$ cat config.mk
export PLATFORM = sky130hd
export DESIGN_NAME = multdiv_unit
export DESIGN_NICKNAME = d
export VERILOG_FILES = /design/src/rtl/multdiv_unit_pkg.sv /design/src/rtl/multdiv_unit_negate_w.sv /design/src/rtl/multdiv_unit.sv
export SDC_FILE = /design/constraint.sdc
export NUM_CORES = 1
export LEC_CHECK = 0
export ABC_AREA = 1
export CAP_MARGIN = 20
export CORE_ASPECT_RATIO = 1.1
export CORE_UTILIZATION = 29
export DETAILED_ROUTE_END_ITERATION = 7
export PLACE_DENSITY = 0.57
export SETUP_SLACK_MARGIN = 0.05
export SLEW_MARGIN = 20
export SYNTH_ARGS = -nofsm -noshare
export SYNTH_HDL_FRONTEND = slang
export SYNTH_SLANG_ARGS = --single-unit
$ cat constraint.sdc
create_clock -name clock -period 2.63 [get_ports clock]
set_clock_uncertainty 0.2 [all_clocks]
set_input_delay 0.789 -clock clock [delete_from_list [all_inputs] [get_ports clock]]
set_output_delay 0.789 -clock clock [all_outputs]
set_load 0.05 [all_outputs]
$ cat src/rtl/multdiv_unit_pkg.sv
// Shared types and constants for the iterative signed multiply/divide unit.
package multdiv_unit_pkg;

  localparam int unsigned WIDTH_DEF = 32;
  localparam int unsigned CNT_W_DEF = 6;

  localparam logic [WIDTH_DEF-1:0] INT_MIN = 32'h8000_0000;

  typedef enum logic [1:0] {
    IDLE = 2'd0,
    MUL  = 2'd1,
    DIV  = 2'd2,
    DONE = 2'd3
  } state_e;

endpackage

$ cat src/rtl/multdiv_unit_negate_w.sv
// Two's-complement conditional negator: o_data_c = i_neg ? -i_data : i_data.
module negate_w #(
  parameter int unsigned W = 32
) (
  input  logic [W-1:0] i_data,
  input  logic         i_neg,
  output logic [W-1:0] o_data_c
);

  assign o_data_c = i_neg ? (~i_data + W'(1)) : i_data;

endmodule

$ cat src/rtl/multdiv_unit.sv
// Iterative signed multiply (shift-add) / divide (restoring), one bit per cycle,
// result + exception + one-cycle ready pulse WIDTH+1 cycles after the start strobe.
module multdiv_unit
  import multdiv_unit_pkg::*;
#(
  parameter int unsigned WIDTH = WIDTH_DEF,
  parameter int unsigned CNT_W = CNT_W_DEF
) (
  input  logic             clock,
  input  logic             reset,
  input  logic [WIDTH-1:0] data_operandA,
  input  logic [WIDTH-1:0] data_operandB,
  input  logic             ctrl_MULT,
  input  logic             ctrl_DIV,
  output logic [WIDTH-1:0] data_result,
  output logic             data_exception,
  output logic             data_resultRDY,
  output logic             busy
);

  state_e             r_state;
  logic [CNT_W-1:0]   r_cnt;
  logic [WIDTH-1:0]   r_hi;      // product high half / partial remainder
  logic [WIDTH-1:0]   r_lo;      // multiplier -> product low half / dividend -> quotient
  logic [WIDTH-1:0]   r_b;       // multiplicand / divisor magnitude
  logic               r_neg;
  logic               r_is_div;
  logic               r_bzero;

  logic [WIDTH-1:0]   w_a_mag;
  logic [WIDTH-1:0]   w_b_mag;
  logic               w_start;
  logic [WIDTH:0]     w_sum;
  logic [WIDTH:0]     w_shift;
  logic [WIDTH:0]     w_diff;
  logic [2*WIDTH-1:0] w_prod_s;
  logic [WIDTH-1:0]   w_quot_s;
  logic [WIDTH:0]     w_prod_top;
  logic               w_mul_ovf;
  logic               w_div_ovf;
  logic               w_last;

  negate_w #(.W(WIDTH)) u_neg_a (
    .i_data   (data_operandA),
    .i_neg    (data_operandA[WIDTH-1]),
    .o_data_c (w_a_mag)
  );

  negate_w #(.W(WIDTH)) u_neg_b (
    .i_data   (data_operandB),
    .i_neg    (data_operandB[WIDTH-1]),
    .o_data_c (w_b_mag)
  );

  negate_w #(.W(2*WIDTH)) u_neg_prod (
    .i_data   ({r_hi, r_lo}),
    .i_neg    (r_neg),
    .o_data_c (w_prod_s)
  );

  negate_w #(.W(WIDTH)) u_neg_quot (
    .i_data   (r_lo),
    .i_neg    (r_neg),
    .o_data_c (w_quot_s)
  );

  assign w_start = ctrl_MULT | ctrl_DIV;
  assign w_last  = (r_cnt == CNT_W'(WIDTH - 1));

  // Multiply step: conditionally add multiplicand into the high half, then shift right.
  assign w_sum   = {1'b0, r_hi} + (r_lo[0] ? {1'b0, r_b} : {(WIDTH+1){1'b0}});

  // Divide step: shift next dividend bit into the remainder and trial-subtract.
  assign w_shift = {r_hi, r_lo[WIDTH-1]};
  assign w_diff  = w_shift - {1'b0, r_b};

  // Overflow when the signed product is not the sign extension of its low half.
  assign w_prod_top = w_prod_s[2*WIDTH-1:WIDTH-1];
  assign w_mul_ovf  = ~((&w_prod_top) | ~(|w_prod_top));

  // Only INT_MIN / -1 yields a positive quotient of magnitude 2^(WIDTH-1).
  assign w_div_ovf  = r_lo[WIDTH-1] & ~r_neg;

  always_ff @(posedge clock) begin
    if (reset) begin
      r_state        <= IDLE;
      r_cnt          <= '0;
      r_hi           <= '0;
      r_lo           <= '0;
      r_b            <= '0;
      r_neg          <= 1'b0;
      r_is_div       <= 1'b0;
      r_bzero        <= 1'b0;
      data_result    <= '0;
      data_exception <= 1'b0;
      data_resultRDY <= 1'b0;
      busy           <= 1'b0;
    end else begin
      data_resultRDY <= 1'b0;
      if (w_start) begin
        // A new strobe always wins, silently aborting anything in flight.
        r_state  <= ctrl_MULT ? MUL : DIV;
        r_cnt    <= '0;
        r_hi     <= '0;
        r_lo     <= w_a_mag;
        r_b      <= w_b_mag;
        r_neg    <= data_operandA[WIDTH-1] ^ data_operandB[WIDTH-1];
        r_is_div <= ~ctrl_MULT;
        r_bzero  <= (data_operandB == '0);
        busy     <= 1'b1;
      end else begin
        case (r_state)
          IDLE: begin
            busy <= 1'b0;
          end
          MUL: begin
            r_hi  <= w_sum[WIDTH:1];
            r_lo  <= {w_sum[0], r_lo[WIDTH-1:1]};
            r_cnt <= r_cnt + CNT_W'(1);
            if (w_last) r_state <= DONE;
          end
          DIV: begin
            if (w_diff[WIDTH]) begin
              r_hi <= w_shift[WIDTH-1:0];
              r_lo <= {r_lo[WIDTH-2:0], 1'b0};
            end else begin
              r_hi <= w_diff[WIDTH-1:0];
              r_lo <= {r_lo[WIDTH-2:0], 1'b1};
            end
            r_cnt <= r_cnt + CNT_W'(1);
            if (w_last) r_state <= DONE;
          end
          DONE: begin
            if (r_is_div) begin
              data_result    <= r_bzero ? '0 : w_quot_s;
              data_exception <= r_bzero | w_div_ovf;
            end else begin
              data_result    <= w_prod_s[WIDTH-1:0];
              data_exception <= w_mul_ovf;
            end
            data_resultRDY <= 1'b1;
            r_state        <= IDLE;
          end
          default: begin
            r_state <= IDLE;
          end
        endcase
      end
    end
  end

endmodule

==> results by group, run 1 <==
Finish
  • Multi-input logic area: 0.0110 mm2
  • FF+latch area: 0.00287 mm2
  • Layout cell share with drive strength beyond 1: 27.6%
  • Diodes inserted: 0
  • Fin nets: 3042
  • Synth-to-Final Area Change: 50.8%
  • FILL cells: 5030

Setup path
  • Critical-path top delay cell: fa_2
  • R2R depth: 18
  • CP Cell Sequence: inv_2, ha_4, fa_2, o21ai_4, nand3_2, nand3_4, nand2_2, nand2_2, nand2_4, nand2_4, nand2_4, nand2_8, buf_6, nand3b_1, nand3_1, nand3_2, nand2_1, inv_1
  • Buffers and inverters on the worst path: 3
  • Worst path top cell family by delay: simple AND/OR/NAND/NOR gates
  • Crit path top cell by count: nand2_4
  • Crit end category: flip-flop
  • Worst path max stage delay: 0.41 ns
  • Crit start category: flip-flop
  • Crit Path Max Fanout: 7
  • WS Path Type: flip-flop to flip-flop
  • Critical path depth: 18
  • Req. time, crit path: 2.77 ns
  • Worst EP arrival: 2.98 ns
  • R2R setup slack: -0.21 ns

Global route
  • Global-route wire length before repair: 93300 um
  • Largest net degree at the start of global routing: 73
  • GR Overflow Total: 0
  • GRT Overall Usage: 24.6%
  • Initial antenna violation count: 0
  • Vias in the first global route: 16830

Detailed routing
  • Met1 WL: 29000 um
  • Routed WL: 61800 um
  • Mean number of vias per cell: 5.10
  • ANT nets after route: 0
  • WL met3: 4150 um
  • 1st-iter DRT viols: 1503
  • Routed len/inst: 17.4 um
  • Highest routed layer: met4
  • Routed length on met2: 27100 um
  • Routed vias: 18145
  • Pre-Repair DR Iteration Count: 5
  • Residual DRC: 0

Timing
  • Min cycle time layout: 2.84 ns
  • Slew margin rel.: 62.6%
  • Min Hold Slack: 0.257 ns
  • Pins Over Slew Limit: 0
  • Post-route clock period utilization: 108%
  • Worst Tran Pin Value: 0.562 ns
  • Worst setup margin: -0.205 ns
  • RSZ-0062 raised after global routing: yes
  • Peak Freq: 353 MHz
  • Final Setup Violations: 34
  • Final hold violations: 0

Logic synthesis
  • Top FF cell, synth: dfxtp_1
  • Cells after synthesis: 2397
  • Top-area cell type share of the netlist area: 20.3%
  • EDFF count, synth: 0
  • #FFs+latches synth: 142
  • Syn_area_per_cell: 5.84 um2
  • Dominant cells by area after synthesis: dfxtp_1 (20%), nand2_1 (16%), a21oi_1 (9.6%)
  • Yosys warns: 0
  • Area leader, netlist: dfxtp_1
  • Sequential area share after synthesis: 20.3%
  • Synth cell types: 60
  • Asr flop ratio synth: 0%
  • Syn_nets: 2539
  • Cell Area, Synth: 0.0140 mm2

Floorplanning
  • DIE AREA: 0.0491 mm2
  • Core area: 0.0477 mm2
  • Initial Utilization: 29.3%
  • Die span in y: 232 um
  • # IOs: 103
  • Die W: 211 um
  • Standard-cell rows: 84

Clocking
  • Clk buf depth: 2
  • Root Driver: clkbuf_16
  • Clock sink count: 142
  • CTS buffer count: 17
  • Worst-path clk slew: 0.07 ns
  • Hold buffers post-CTS: 0
  • CTS tree: done
  • Clk_lat worst skew: 0.45 ns
  • H-tree depth: 4

Min path
  • HP Class: flip-flop to flip-flop
  • Hold depth: 1

Outcome
  • Failing checks: negative setup slack
  • Status: finished with violations

Place
  • Final Wtd Congestion: 0.991
  • DP HPWL: 49100 um
  • Buffers on Ports: 102

Power
  • VDD IR max: 0.683 mV
  • Power Density: 421 mW/mm2
  • Design Power: 8.88 mW
  • Leakage power: 9.94 nW

Job
  • Maxcap violations: 0
==> kinds of logic (layout without fill, tap and decap cells) <==
group	after synthesis	in the layout	share of synthesized area, %
simple gates	1142	1142	34.7
buf+inv	356	871	9.85
xor+xnor	52	52	3.25
flops	142	142	20.3
compound gates	631	631	25.2
fa+ha+maj	74	74	6.72
==> path summary, 6_finish.rpt <==
kind                    to  startpoint
hold reg to reg   r_cnt[5]    r_cnt[5]
hold / removal    r_cnt[5]    r_cnt[5]
setup reg to reg  r_hi[27]    r_lo[31]
setup / recovery  r_hi[27]    r_lo[31]
==> Yosys cell counts (4+ instances only) <==
cell type	number
or2_2	9
o21a_1	6
nor2_1	305
a211oi_1	6
nor4_1	12
nor2_2	7
o211ai_1	41
nor3_2	7
nand3b_1	10
xnor2_1	20
nor3_1	18
a31oi_1	25
buf_1	9
ha_1	72
inv_1	260
o221ai_1	8
o21bai_1	16
dfxtp_1	142
o21ai_0	202
buf_2	7
nand2_1	579
o21ai_1	22
clkbuf_1	63
inv_2	9
a21o_1	10
nand3_1	141
a21oi_2	4
nand2_2	13
xor2_1	32
a21oi_1	269
nand4_1	28
==> timing repair <==
item                                    4_1_cts  5_1_grt
gates cloned                                  2        2
setup buffers                                39       16
endpoints found under the setup margin       87       74
pin swaps                                    72       97
endpoints found under the hold margin         0        0
gates resized for setup                     172      202
==> worst reg2reg max path: cells and delay by family, from the launching register on <==
family / cells / cell delay (ns)
compound gates: 1 / 0.21
fa+ha+maj: 2 / 0.57
buf+inv: 3 / 0.23
flops: 1 / 0.33
simple gates: 12 / 1.18
==> layout make-up <==
cell class                 count  area share [%]
multi-input combinational   1899            52.1
sequential                   142            13.6
tap                          645            3.82
clock buffer                  22            2.20
clock inverter                 9           0.753
timing repair buffer         569            22.7
inverter                     271            4.89
==> per-stage QoR <==
| step | instances | TNS (ns) | setup slack (ns) | cell area [um2] | util, % |
|---|---|---|---|---|---|
| 6_report | 3557 | -3.31 | -0.205 | 21100 | 44.2 |
| 5_1_grt | 3557 | -7.50 | -0.361 | 21100 | 44.2 |
| 4_1_cts | 3542 | -2.97 | -0.159 | 20200 | 42.4 |
| 3_5_place_dp | 3470 | -31.05 | -0.556 | 18800 | 39.3 |
| 3_3_place_gp | 3470 | -29.61 | -0.553 | 18800 | 39.3 |
| 2_1_floorplan | 2397 | 0 | 0.0509 | 14000 | - |
==> power by group <==
part / total, mW / internal [mW] / switching (mW)
registers: 2.46 / 2.28 / 0.182
logic: 3.76 / 1.56 / 2.20
clock network: 2.66 / 1.64 / 1.02
total: 8.88 / 5.48 / 3.40
==> metal layers <==
layer	vias up	global-route usage, %
met2	596	37.8
met5	-	0
met4	0	7.95
li1	9025	-
met3	71	4.54
met1	8453	34.3
==> placed cells by master, fill, tap and decap left out, types with 24 or more instances in the layout <==
master	instances
o211ai_1	41
nand4_1	28
xor2_1	31
inv_1	242
a21oi_1	233
inv_2	24
nor2_1	271
nor2_2	31
dfxtp_1	128
nand3_1	121
o21ai_1	36
ha_1	43
dlygate4sd2_1	37
buf_4	437
nand2_2	46
o21ai_0	177
nand2_1	530
ha_4	26
a21oi_2	37
clkdlybuf4s50_1	53
==> registers in the layout (all words and copies together), names as in the netlist <==
signal,flops
busy,1
data_exception,1
data_result,32
data_resultRDY,1
r_b,32
r_bzero,1
r_cnt,6
r_hi,32
r_is_div,1
r_lo,32
r_neg,1
r_state,2
Note: power is estimated with default switching activity, not from simulation.
==> inputs of run 2 (changes only) <==
--- a/config.mk
+++ b/config.mk
@@ -5,7 +5,6 @@
 export SDC_FILE = /design/constraint.sdc
 export NUM_CORES = 1
 export LEC_CHECK = 0
-export ABC_AREA = 1
 export CAP_MARGIN = 20
 export CORE_ASPECT_RATIO = 1.1
 export CORE_UTILIZATION = 29
==> results by group, run 2 <==
Place
  • DP HPWL: 40500 um (was 49100 um)
  • Final Wtd Congestion: 0.933 (was 0.991)
  • Placed cell area: 0.0187 mm2 (was 0.0188 mm2)
  • Buffers on Ports: 102 (unchanged)
  • Pre-CTS WS: -1.57 ns (was -0.556 ns)

Logic synthesis
  • Top post-synthesis cells by count: nor2_1 (246), dfxtp_1 (142), o21ai_0 (134) (was nand2_1 (579), nor2_1 (305), a21oi_1 (269))
  • Count leader, synth: nor2_1 (was nand2_1)
  • Area leader, netlist: dfxtp_1 (unchanged)
  • Syn_nets: 1937 (was 2539)
  • Yosys warns: 0 (unchanged)
  • Syn_area_per_cell: 7.23 um2 (was 5.84 um2)
  • Dominant cells by area after synthesis: dfxtp_1 (22%), nor2_1 (7.1%), ha_1 (6.9%) (was dfxtp_1 (20%), nand2_1 (16%), a21oi_1 (9.6%))
  • Asr flop ratio synth: 0% (unchanged)
  • EDFF count, synth: 0 (unchanged)
  • Synth cell types: 74 (was 60)
  • Cells after synthesis: 1795 (was 2397)
  • Sequential area share after synthesis: 21.9% (was 20.3%)
  • Top FF cell, synth: dfxtp_1 (unchanged)
  • Top-area cell type share of the netlist area: 21.9% (was 20.3%)
  • #FFs+latches synth: 142 (unchanged)
  • Cell Area, Synth: 0.0130 mm2 (was 0.0140 mm2)

Timing
  • Min cycle time layout: 3.51 ns (was 2.84 ns)
  • Slew margin rel.: 54.5% (was 62.6%)
  • Peak Freq: 285 MHz (was 353 MHz)
  • Final Setup Violations: 65 (was 34)
  • Post-route clock period utilization: 134% (was 108%)
  • Pins Over Slew Limit: 0 (unchanged)
  • Final hold violations: 0 (unchanged)
  • Worst setup margin: -0.882 ns (was -0.205 ns)
  • Worst Tran Pin Value: 0.683 ns (was 0.562 ns)
  • RSZ-0062 raised after global routing: yes (unchanged)

Power
  • Switching part of the total: 37.4% (was 38.3%)
  • Seq pwr share: 28.9% (was 27.7%)
  • Clk pwr share: 28.7% (was 30.0%)
  • Pint: 5.17 mW (was 5.48 mW)
  • Leakage power: 9.26 nW (was 9.94 nW)
  • Gate power share: 42.5% (was 42.3%)
  • Power Density: 374 mW/mm2 (was 421 mW/mm2)
  • Psw: 3.09 mW (was 3.40 mW)
  • VDD IR max: 0.328 mV (was 0.683 mV)

Clocking
  • Worst-path clk slew: 0.07 ns (about the same)
  • CTS tree: done (unchanged)
  • Clk buf depth: 2 (unchanged)
  • H-tree depth: 4 (unchanged)
  • Root Driver: clkbuf_16 (unchanged)
  • CTS buffer count: 17 (unchanged)
  • Clk_lat worst skew: 0.45 ns (about the same)
  • Clock sink count: 142 (unchanged)

Min path
  • HP Class: flip-flop to flip-flop (unchanged)

Setup path
  • RR Startpoint: r_lo[22] (was r_lo[31])
  • CP Capture Point: data_exception (was r_hi[27])
  • Crit end category: flip-flop (unchanged)
  • R2R depth: 9 (was 18)
  • Crit path from: r_lo[22] (was r_lo[31])
  • Crit start category: flip-flop (unchanged)
  • Req. time, crit path: 2.77 ns (about the same)
  • WS Path Type: flip-flop to flip-flop (unchanged)
  • Crit Path Max Fanout: 6 (was 7)
  • Reg2Reg Capture Point: data_exception (was r_hi[27])
  • R2R setup slack: -0.88 ns (was -0.21 ns)
  • Worst EP arrival: 3.65 ns (was 2.98 ns)

Outcome
  • Status: finished with violations (unchanged)
  • Failing checks: negative setup slack (unchanged)

Floorplanning
  • Core area: 0.0437 mm2 (was 0.0477 mm2)
  • Initial Utilization: 29.7% (was 29.3%)
  • Die span in y: 224 um (was 232 um)
  • DIE AREA: 0.0456 mm2 (was 0.0491 mm2)
  • Standard-cell rows: 80 (was 84)
  • Die W: 204 um (was 211 um)
  • # IOs: 103 (unchanged)

Finish
  • Synth-to-Final Area Change: 70.0% (was 50.8%)
  • FF+latch area: 0.00288 mm2 (was 0.00287 mm2)
  • Commonest non-fill, non-tap cells in the layout: buf_4 (511), nor2_1 (221), dfxtp_1 (119), a21oi_1 (89), nand2_1 (88) (was nand2_1 (530), buf_4 (437), nor2_1 (271), inv_1 (242), a21oi_1 (233))
  • Final Cell Area: 0.0221 mm2 (was 0.0211 mm2)
  • Layout cell share with drive strength beyond 1: 41.7% (was 27.6%)
  • Fin nets: 2519 (was 3042)
  • Diodes inserted: 0 (unchanged)
  • Multi-input logic area: 0.0116 mm2 (was 0.0110 mm2)
  • FILL cells: 4019 (was 5030)
  • Most common cell after layout, fill and taps aside: buf_4 (was nand2_1)

Job
  • Maxcap violations: 0 (unchanged)

Detailed routing
  • Routed vias: 16081 (was 18145)
  • Mean number of vias per cell: 5.43 (was 5.10)
  • ANT nets after route: 0 (unchanged)
  • Residual DRC: 0 (unchanged)
  • Routed WL: 55000 um (was 61800 um)
  • Pre-Repair DR Iteration Count: 5 (unchanged)
  • Routed len/inst: 18.6 um (was 17.4 um)
  • 1st-iter DRT viols: 1188 (was 1503)

Global route
  • Vias in the first global route: 15519 (was 16830)
  • GRT Overall Usage: 23.4% (was 24.6%)
  • GR Overflow Total: 0 (unchanged)
  • Largest net degree at the start of global routing: 72 (was 73)
  • Global-route wire length before repair: 84600 um (was 93300 um)
  • Initial antenna violation count: 0 (unchanged)
-- run 2: changes by cell type after synthesis, moves of 33 or more --
cell      delta
nand3_1     -98
a21oi_1    -154
nor2_1      -59
nand2_1    -483
clkbuf_1    +53
nor3_1      +35
xor2_1      +37
a211oi_1    +56
xnor2_1     +68
o21ai_0     -68
inv_1      -178
o31ai_1     +36
a22oi_1     +33
-- run 2: routing by layer --
| metal | GRT usage (%) | share of wire (%) |
|---|---|---|
| met5 | 0 | 0 |
| met4 | 6.86 | 2.7 |
| met3 | 3.38 | 5.4 |
| met2 | 38.2 | 47 |
| met1 | 31.6 | 45 |
-- run 2: worst max-delay path: stages, from the launching register on --
cell     delay (ns)
dfxtp_1        0.31
or4_4          0.54
or4_4          0.55
or4_4          0.52
o21ai_2        0.17
xor2_1         0.21
nand2_1        0.09
or4_4          0.52
nor3_2         0.19
a31oi_1        0.09
-- run 2: power by group through the flow --
stage / Sequential (mW) / Clock, mW / Combinational [mW]
floorplan: 2.42 / 0 / 1.60
global placement: 2.42 / 0 / 2.92
detailed placement: 2.42 / 0 / 2.96
CTS: 2.37 / 2.40 / 3.22
global route: 2.39 / 2.50 / 3.76
finish: 2.38 / 2.37 / 3.51
-- run 2: layout make-up --
| class | count | share of cell area [%] |
|---|---|---|
| Tap cell | 574 | 3.26 |
| Timing Repair Buffer | 691 | 27.0 |
| Multi-Input combinational cell | 1442 | 52.7 |
| Inverter | 83 | 1.46 |
| Clock inverter | 14 | 0.556 |
| Clock buffer | 17 | 1.93 |
| Sequential cell | 142 | 13.1 |
-- run 2: cells by family after synthesis --
group,share of synthesized area (%)
flops,21.9
xor+xnor,10.6
compound gates,30.3
simple gates,22.9
buf+inv,6.36
mux,0.637
fa+ha+maj,7.25
-- run 2: worst min-delay path by stage --
| stage | startpoint | to | slack, ns | depth (start not counted) |
|---|---|---|---|---|
| after floorplan | r_b[21] | r_b[21] | 0.23 | 2 |
| after global placement | r_b[21] | r_b[21] | 0.25 | 2 |
| after detailed placement | r_b[21] | r_b[21] | 0.26 | 2 |
| after CTS | r_b[21] | r_b[21] | 0.27 | 2 |
| after global routing | busy | busy | 0.32 | 2 |
| final | r_b[21] | r_b[21] | 0.28 | 2 |
-- run 2: repair_timing --
item / 4_1_cts / 5_1_grt
pin swaps: 134 / 161
gates resized for setup: 291 / 218
buffers inserted: 56 / 39
hold buffers: 0 / 0
endpoints found under the setup margin: 105 / 81
cloned: 5 / 1
-- run 2: through the flow --
stage / std cells / setup TNS, ns / util, % / power [mW] / hold WS, ns
detailed placement: 2846 / -68.94 / 42.9 / 5.38 / 0.265
finish: 2963 / -28.80 / 50.4 / 8.26 / 0.279
floorplan: 1795 / -23.03 / - / 4.02 / 0.232
global placement: 2846 / -65.02 / 42.9 / 5.34 / 0.246
global route: 2963 / -34.13 / 50.4 / 8.65 / 0.315
CTS: 2935 / -29.59 / 47.5 / 7.99 / 0.272
==> inputs of run 3 (changes only) <==
--- a/config.mk
+++ b/config.mk
@@ -8,6 +8,7 @@
 export CAP_MARGIN = 20
 export CORE_ASPECT_RATIO = 1.1
 export CORE_UTILIZATION = 29
+export CTS_CLUSTER_DIAMETER = 40
 export DETAILED_ROUTE_END_ITERATION = 7
 export PLACE_DENSITY = 0.57
 export SETUP_SLACK_MARGIN = 0.05
==> results of run 3 <==
Final layout, timing and power as in run 2 (identical DEF).
